## src/rtl/trap_control_pkg.sv

```systemverilog
// Shared definitions for the writeback trap sequencer: cause codes,
// CSR operation encoding and the FSM state type.
package trap_control_pkg;

  localparam logic [3:0] CAUSE_FETCH_MISALIGNED = 4'd0;
  localparam logic [3:0] CAUSE_ILLEGAL          = 4'd2;
  localparam logic [3:0] CAUSE_BREAKPOINT       = 4'd3;
  localparam logic [3:0] CAUSE_LOAD_MISALIGNED  = 4'd4;
  localparam logic [3:0] CAUSE_STORE_MISALIGNED = 4'd6;
  localparam logic [3:0] CAUSE_ECALL_M          = 4'd11;

  localparam logic [3:0] CAUSE_MSI = 4'd3;
  localparam logic [3:0] CAUSE_MTI = 4'd7;
  localparam logic [3:0] CAUSE_MEI = 4'd11;

  typedef enum logic [1:0] {
    CSR_NONE = 2'd0,
    CSR_RW   = 2'd1,
    CSR_RS   = 2'd2,
    CSR_RC   = 2'd3
  } csr_op_e;

  typedef enum logic {
    ST_RUN      = 1'b0,
    ST_REDIRECT = 1'b1
  } state_e;

  // RS/RC with a zero source are pure reads and must not touch the CSR.
  function automatic logic csr_op_writes(input logic [1:0] op, input logic src_zero);
    return (op == CSR_RW) || ((op != CSR_NONE) && !src_zero);
  endfunction

endpackage

```

## src/rtl/trap_control_priority.sv

```systemverilog
// Combinational trap priority encoder: interrupts first, then synchronous
// exceptions in architectural order.
module trap_priority
  import trap_control_pkg::*;
(
  input  logic       eip,
  input  logic       tip,
  input  logic       sip,
  input  logic       exc_fetch_misaligned,
  input  logic       illegal,
  input  logic       is_ebreak,
  input  logic       is_ecall,
  input  logic       exc_load_misaligned,
  input  logic       exc_store_misaligned,
  output logic       take_trap,
  output logic [3:0] cause,
  output logic       is_interrupt
);

  always_comb begin
    take_trap    = 1'b1;
    is_interrupt = 1'b0;
    cause        = 4'd0;
    if (eip) begin
      cause        = CAUSE_MEI;
      is_interrupt = 1'b1;
    end else if (sip) begin
      cause        = CAUSE_MSI;
      is_interrupt = 1'b1;
    end else if (tip) begin
      cause        = CAUSE_MTI;
      is_interrupt = 1'b1;
    end else if (exc_fetch_misaligned) begin
      cause = CAUSE_FETCH_MISALIGNED;
    end else if (illegal) begin
      cause = CAUSE_ILLEGAL;
    end else if (is_ebreak) begin
      cause = CAUSE_BREAKPOINT;
    end else if (is_ecall) begin
      cause = CAUSE_ECALL_M;
    end else if (exc_load_misaligned) begin
      cause = CAUSE_LOAD_MISALIGNED;
    end else if (exc_store_misaligned) begin
      cause = CAUSE_STORE_MISALIGNED;
    end else begin
      take_trap = 1'b0;
    end
  end

endmodule

```

## src/rtl/trap_control.sv

```systemverilog
// Writeback-stage sequencer: retires, performs CSR read-modify-writes, takes
// traps and mret, and runs the fetch redirect handshake afterwards.
module trap_control
  import trap_control_pkg::*;
#(
  parameter logic [31:0] RESET_VECTOR = 32'h0000_0000
) (
  input  logic        clk,
  input  logic        reset,
  input  logic        valid_in,
  input  logic [31:0] pc_in,
  input  logic [1:0]  csr_op,
  input  logic        csr_src_zero,
  input  logic [11:0] csr_address,
  input  logic [31:0] csr_source,
  input  logic [31:0] csr_read_data,
  input  logic        csr_readable,
  input  logic        csr_writeable,
  input  logic        exc_illegal,
  input  logic        exc_fetch_misaligned,
  input  logic        exc_load_misaligned,
  input  logic        exc_store_misaligned,
  input  logic        is_ecall,
  input  logic        is_ebreak,
  input  logic        is_mret,
  input  logic        eip,
  input  logic        tip,
  input  logic        sip,
  input  logic [31:0] trap_vector,
  input  logic [31:0] mret_vector,
  output logic        write_enable,
  output logic [11:0] write_address,
  output logic [31:0] write_data,
  output logic        retired,
  output logic        traped,
  output logic        mret,
  output logic [31:0] ecp,
  output logic [3:0]  trap_cause,
  output logic        interupt,
  output logic        flush,
  output logic        redirect_valid,
  output logic [31:0] redirect_pc,
  input  logic        redirect_ready
);

  state_e     state, state_next;
  logic       accept;
  logic       csr_writes;
  logic       illegal;
  logic       take_trap;
  logic [3:0] cause;
  logic       is_interrupt;

  assign accept     = (state == ST_RUN) && valid_in;
  assign csr_writes = csr_op_writes(csr_op, csr_src_zero);
  assign illegal    = exc_illegal
                    || ((csr_op != CSR_NONE) && !csr_readable)
                    || (csr_writes && !csr_writeable);

  trap_priority u_priority (
    .eip                  (eip),
    .tip                  (tip),
    .sip                  (sip),
    .exc_fetch_misaligned (exc_fetch_misaligned),
    .illegal              (illegal),
    .is_ebreak            (is_ebreak),
    .is_ecall             (is_ecall),
    .exc_load_misaligned  (exc_load_misaligned),
    .exc_store_misaligned (exc_store_misaligned),
    .take_trap            (take_trap),
    .cause                (cause),
    .is_interrupt         (is_interrupt)
  );

  always_ff @(posedge clk or posedge reset) begin
    if (reset) begin
      state <= ST_REDIRECT;
    end else begin
      state <= state_next;
    end
  end

  // The redirect target is captured at the decision point and frozen
  // through the whole handshake.
  always_ff @(posedge clk or posedge reset) begin
    if (reset) begin
      redirect_pc <= RESET_VECTOR;
    end else if (accept && take_trap) begin
      redirect_pc <= trap_vector;
    end else if (accept && is_mret) begin
      redirect_pc <= mret_vector;
    end
  end

  always_comb begin
    state_next = state;
    case (state)
      ST_RUN: begin
        if (accept && (take_trap || is_mret)) begin
          state_next = ST_REDIRECT;
        end
      end
      ST_REDIRECT: begin
        if (redirect_ready) begin
          state_next = ST_RUN;
        end
      end
      default: state_next = ST_REDIRECT;
    endcase
  end

  always_comb begin
    write_enable   = 1'b0;
    write_address  = 12'd0;
    write_data     = 32'd0;
    retired        = 1'b0;
    traped         = 1'b0;
    mret           = 1'b0;
    ecp            = 32'd0;
    trap_cause     = 4'd0;
    interupt       = 1'b0;
    flush          = 1'b0;
    redirect_valid = 1'b0;
    if (state == ST_REDIRECT) begin
      redirect_valid = 1'b1;
      flush          = 1'b1;
    end else if (valid_in) begin
      if (take_trap) begin
        traped     = 1'b1;
        ecp        = pc_in;
        trap_cause = cause;
        interupt   = is_interrupt;
        flush      = 1'b1;
      end else if (is_mret) begin
        mret    = 1'b1;
        retired = 1'b1;
        flush   = 1'b1;
      end else begin
        retired = 1'b1;
        if (csr_op != CSR_NONE) begin
          write_enable  = csr_writes;
          write_address = csr_address;
          case (csr_op)
            CSR_RW:  write_data = csr_source;
            CSR_RS:  write_data = csr_read_data | csr_source;
            CSR_RC:  write_data = csr_read_data & ~csr_source;
            default: write_data = 32'd0;
          endcase
        end
      end
    end
  end

endmodule

```

## config.mk

```make
export PLATFORM = sky130hd
export DESIGN_NAME = trap_control
export DESIGN_NICKNAME = d
export VERILOG_FILES = /design/src/rtl/trap_control_pkg.sv /design/src/rtl/trap_control_priority.sv /design/src/rtl/trap_control.sv
export SDC_FILE = /design/constraint.sdc
export NUM_CORES = 1
export LEC_CHECK = 0
export ABC_AREA = 1
export CORE_AREA = 2 2 119 121
export DETAILED_ROUTE_END_ITERATION = 8
export DIE_AREA = 0 0 121 123
export PLACE_DENSITY = 0.66
export SYNTH_ARGS = -nofsm -noshare
export SYNTH_HDL_FRONTEND = slang
export SYNTH_SLANG_ARGS = --single-unit
```

## constraint.sdc

```tcl
create_clock -name clk -period 5 [get_ports clk]
set_clock_uncertainty 0.05 [all_clocks]
set_input_delay 1 -clock clk [delete_from_list [all_inputs] [get_ports clk]]
set_output_delay 1 -clock clk [all_outputs]
set_load 0.03 [all_outputs]
```

# Yosys cells after proc, flatten, opt, wreduce, memory -nomap -nowiden

Cells that the tools add are included.

Register bits: 33
Bits in latches: 0
Bits in writable memories: 0
Bits in read-only memories: 0
Input port bits: 191
Output and inout bits: 119
Memories kept: 0

Add/subtract/negate cells: 0
$mul: 0
Div/mod/pow operators: 0
Magnitude comparators: 0
Eq/ne operators: 3
Shift operators: 0
Muxes and demuxes: 65
Bitwise logic cells: 4
Reductions and logical operators: 16

Operator list:

| operator           | number |
|---|---|
| $mux 32            | 10 |
| $pmux 32 s3        | 1 |
| $mux 12            | 5 |
| $mux 4             | 11 |
| $mux 1             | 36 |
| $and 32x32->32     | 1 |
| $not 32->32        | 1 |
| $or 32x32->32      | 1 |
| $logic_and 1x1->1  | 7 |
| $eq 2x2->1 const B | 2 |
| $logic_or 1x1->1   | 4 |
| $reduce_bool 2->1  | 2 |
| $logic_not 1->1    | 3 |
| $mux 3             | 1 |
| $eq 2x1->1 const B | 1 |
| $pmux 1 s2         | 1 |
| $not 1->1          | 1 |

# Logic depth before layout (Yosys ltp)

Word-level depth: 14
Gate-level depth with buffers: 12
Gate-level depth less buffers: 11

# By module

Synthesis repeated with hierarchy kept, for this count alone.

Cell total of the unflattened synthesis: 548
Area, all modules: 3,089.2 um^2

Modules (own cells, without submodules):

| module        | instances | cells each | area an instance (um^2) | seq. area each (um^2) |
|---|---|---|---|---|
| trap_control  | 1         | 521        | 2,960.3                 | 827.0 |
| trap_priority | 1         | 27         | 128.9                   | 0.0 |

# Worst setup path before layout

OpenSTA, ideal clock, no wires.

Path type: input port to output port
Start point: input csr_op[1]
End point: output trap_cause[2]
Data arrival time: 2,486 ps
Setup slack: 1,464 ps
Stages: 9
Path buffers: 1
Path through: inv_2 -> nand2_2 -> nand2_2 -> nand2_2 -> nor2_8 -> nand2_4 -> nand2_4 -> buf_2 -> a211oi_1

Longest elaborated chain between the ends: 13
Elaborated cells between the ends (all ways): 21
Those cells by class: eq/ne: 1; mux: 13; reduce/logical: 7

Ends and longest elaborated chain:

| item                                    | RTL line                                   | source |
|---|---|---|
| start, declared                         | trap_control.sv:12                         | `input logic [1:0] csr_op,` |
| $reduce_bool 2->1                       | trap_control_pkg.sv:30, trap_control.sv:57 |  |
| $logic_and 1x1->1                       | trap_control_pkg.sv:30                     | `return (op == CSR_RW) \|\| ((op != CSR_NONE) && !src_zero);` |
| $logic_or 1x1->1                        | trap_control_pkg.sv:30                     |  |
| $logic_and 1x1->1                       | trap_control.sv:58                         | `\|\| (csr_writes && !csr_writeable);` |
| $logic_or 1x1->1 *                      | trap_control.sv:58                         |  |
| $mux 4 / $mux 1 (equally long branches) | trap_control_priority.sv:35                | `end else if (illegal) begin` |
| $mux 4 / $mux 1 (equally long branches) | trap_control_priority.sv:33                | `end else if (exc_fetch_misaligned) begin` |
| $mux 4 / $mux 1 (equally long branches) | trap_control_priority.sv:30                | `end else if (tip) begin` |
| $mux 4 / $mux 1 (equally long branches) | trap_control_priority.sv:27                | `end else if (sip) begin` |
| $mux 4 / $mux 1 (equally long branches) | trap_control_priority.sv:24                | `if (eip) begin` |
| $mux 4 *                                | trap_control.sv:128                        | `if (take_trap) begin` |
| $mux 4 *                                | trap_control.sv:127                        | `end else if (valid_in) begin` |
| $mux 4 *                                | trap_control.sv:124                        | `if (state == ST_REDIRECT) begin` |
| end, declared                           | trap_control.sv:38                         | `output logic [3:0] trap_cause,` |

Mark *: on every way between the ends. The rest lies on a longest branch, timed or not.

# Worst setup path in the final report

Start point: input csr_op[1]
End point: output trap_cause[1]

Same word-level chain as after synthesis.

==> results by group <==
Logic synthesis
  • Xor/xnor share of the synthesized area: 0%
  • Top cell type's share of synthesized area: 25.4%
  • Synth cell types: 27
  • Mapped cell area: 3160 µm²
  • Commonest cells in the netlist: nand2_1 (126), inv_1 (124), nor2_1 (78)
  • Post-synth EDFFs: 0
  • Syn Area/Cell: 5.91 µm²
  • Synth Instances: 534
  • Ys async rst share: 100%
  • Cell taking the most area after synthesis: dfrtp_1
  • Post-synthesis compound-gate area fraction: 8.60%
  • Mux share of post-synthesis cell area: 0%
  • Synth Area in Simple Gates: 44.4%
  • Top-count cell post-synth: nand2_1
  • Synth Area in Adders: 0%
  • #FFs+latches synth: 33
  • Synthesis Warnings: 0
  • Main synth FF type: dfrtp_1
  • Register area share after synthesis: 26.2%
  • Top post-synthesis cells by area: dfrtp_1 (25%), nand2_1 (15%), inv_1 (15%), nand3_1 (11%), nor2_1 (9.3%)
  • Synth Net Count: 725
  • Largest family of logic cells by synthesized area: simple AND/OR/NAND/NOR gates

Clocking
  • CTS tree: yes
  • Cts hold-fix bufs: 0
  • Cts repair resizes: 0
  • Clock sinks: 33
  • Clk root buf: clkbuf_16
  • Post-CTS Setup Inserts: 0
  • Max clock buf depth: 2
  • CTS H-tree depth: 2
  • CTS clock-pin slew for the worst setup and hold paths: 60 ps
  • Num CTS Buffers: 5
  • Clk_lat worst skew: 270 ps

Hold path
  • Worst min path class: reg -> reg

Die
  • Ports: 310
  • Die W: 121 µm
  • Die height: 123 µm
  • Initial Util: 23.2%
  • Rows: 43
  • Die area: 14900 µm²
  • Core Region: 13600 µm²

Timing
  • Fin. Hold Viols: 0
  • Setup TNS: 0 ps
  • Setup Viol. Count Final: 0
  • Pins Over Slew Limit: 0
  • Rel. slew slack: 61.3%
  • Hold_ws: 428 ps
  • Fin crit share: 86.3%
  • Tmin final: 4310 ps
  • Fmax: 0.232 GHz
  • Slew @ Worst Pin: 580 ps
  • RSZ-0062 raised after global routing: false

Worst setup path
  • Worst Path Required: 3950 ps
  • Top delay family on crit path: simple AND/OR/NAND/NOR gates
  • Setup CP Type: in -> out
  • Crit path capture type: output port
  • Sequence of cells on the critical path: clkdlybuf4s50_1 > inv_2 > nand2_2 > nand2_2 > nand2_2 > nor2_8 > nand2_4 > nand2_4 > inv_1 > nand2_1 > inv_1 > buf_4
  • Critical Path Most Common Cell: nand2_2
  • Crit path DAT: 3260 ps
  • Worst path slowest cell: nand2_4
  • Crit path launch type: input pin
  • Bufs and invs on worst path: 5
  • Crit Path Max Fanout: 48
  • Max incr delay on CP: 460 ps

Detailed routing
  • Final WL: 14000 µm
  • DR iter-0 viols: 160
  • Drt pass-1 iters: 6
  • Post-DRT Antenna Nets: 0
  • Post-route DRC: 0
  • WL per Instance: 13.9 µm
  • Via count: 4193
  • Avg Vias per Cell: 4.16

GRT
  • Overall routing resource usage: 18.2%
  • GRT overflow: 0
  • Number of global-route vias before repair: 3964
  • Initial antenna violation count: 0
  • First-pass GRT wire length: 21600 µm
  • Largest net degree at the start of global routing: 49

Placement
  • Final Wtd Congestion: 0.868
  • DP Wirelength: 11200 µm
  • Area of placed instances: 6180 µm²
  • Post-placement cell count: 1001
  • Port Buffers: 309

Cells and area
  • Post-route insts no fill: 1009
  • Layout area overhead: 101%
  • Share of cells above drive strength 1: 15.2%
  • Final instance area: 6350 µm²
  • Final nets: 1019
  • Diode count: 0

Run status
  • Outcome: finished clean

Power and ir drop
  • Pwr dens: 270 nW/µm²
  • VDD IR-drop max: 136 µV
  • Pleak: 3.33 nW

Job
  • Max-Cap Viols: 0
state kept, by name (all words and copies together) (netlist names):
name / count
state: 1
redirect_pc: 32
kinds of logic after synthesis:
family	Yosys count
flip-flops	33
AO/OA/AOI/OAI	38
AND/OR/NAND/NOR	307
buffers and inverters	156
final cells by class:
type | instances | area, µm²
well taps | 180 | 225
inverters | 128 | 480
flip-flops and latches | 33 | 827
clock buffers | 7 | 143
multi-input cells | 345 | 1680
fillers | 1408 | 7260
repair buffers | 315 | 2970
clock inverters | 1 | 30.0
final timing paths:
check                                     start               to  slack (ps)  depth (start not counted)
worst max register to register            state  redirect_pc[26]        2340                          7
min in group asynchronous                 reset  redirect_pc[16]        1080                          3
worst min register to register  redirect_pc[16]  redirect_pc[16]         430                          2
max in group asynchronous                 reset            state        3480                          3
worst max-delay path                  csr_op[1]    trap_cause[1]         690                         12
worst min-delay path            redirect_pc[16]  redirect_pc[16]         430                          2
through the flow:
stage / setup slack, ps / utilization, % / power [mW]
floorplan: 1460 / - / 0.910
global placement: 685 / 45.4 / 1.36
detailed placement: 614 / 45.4 / 1.37
CTS: 646 / 46.6 / 1.74
global route: 476 / 46.6 / 1.83
finish: 686 / 46.6 / 1.71
placed cells by master (no fill, tap or decap):
master / instances
nand2_2: 4
a21oi_2: 10
nand2_4: 3
nand3_4: 1
nand2_1: 126
a22oi_1: 15
nor2_4: 2
dfrtp_1: 32
buf_12: 3
clkbuf_1: 1
a211oi_1: 1
o21ai_1: 1
o21ai_2: 1
clkdlybuf4s50_1: 225
dfstp_2: 1
nand3_1: 68
nor2_1: 78
clkbuf_8: 1
nor2_8: 2
nand3b_1: 18
inv_2: 4
inv_1: 124
a21oi_1: 9
buf_4: 87
bufinv_16: 1
clkbuf_16: 5
and2_0: 1
nor2_2: 1
o21ai_0: 1
nor3_1: 3
metal layers:
metal  up-vias  GRT usage, %  wire length [µm]
met3        25          5.90              1370
met4         0          4.29               310
met5         -             0                 0
li1       2184             -                 -
met1      1800          23.4              5840
met2       184          29.9              6470
power by group:
part | switching [mW] | internal [mW] | total, mW
logic | 0.523 | 0.414 | 0.937
clock network | 0.109 | 0.249 | 0.358
registers | 0.0555 | 0.363 | 0.418
worst register-to-register path, stage by stage (launching register included):
cell	delay [ps]
dfstp_2	580
nor2_4	110
nand2_4	430
buf_4	400
nand2_4	270
inv_2	530
nand2_1	140
nand2_1	90
No activity file was read; power rests on OpenSTA's default activity.
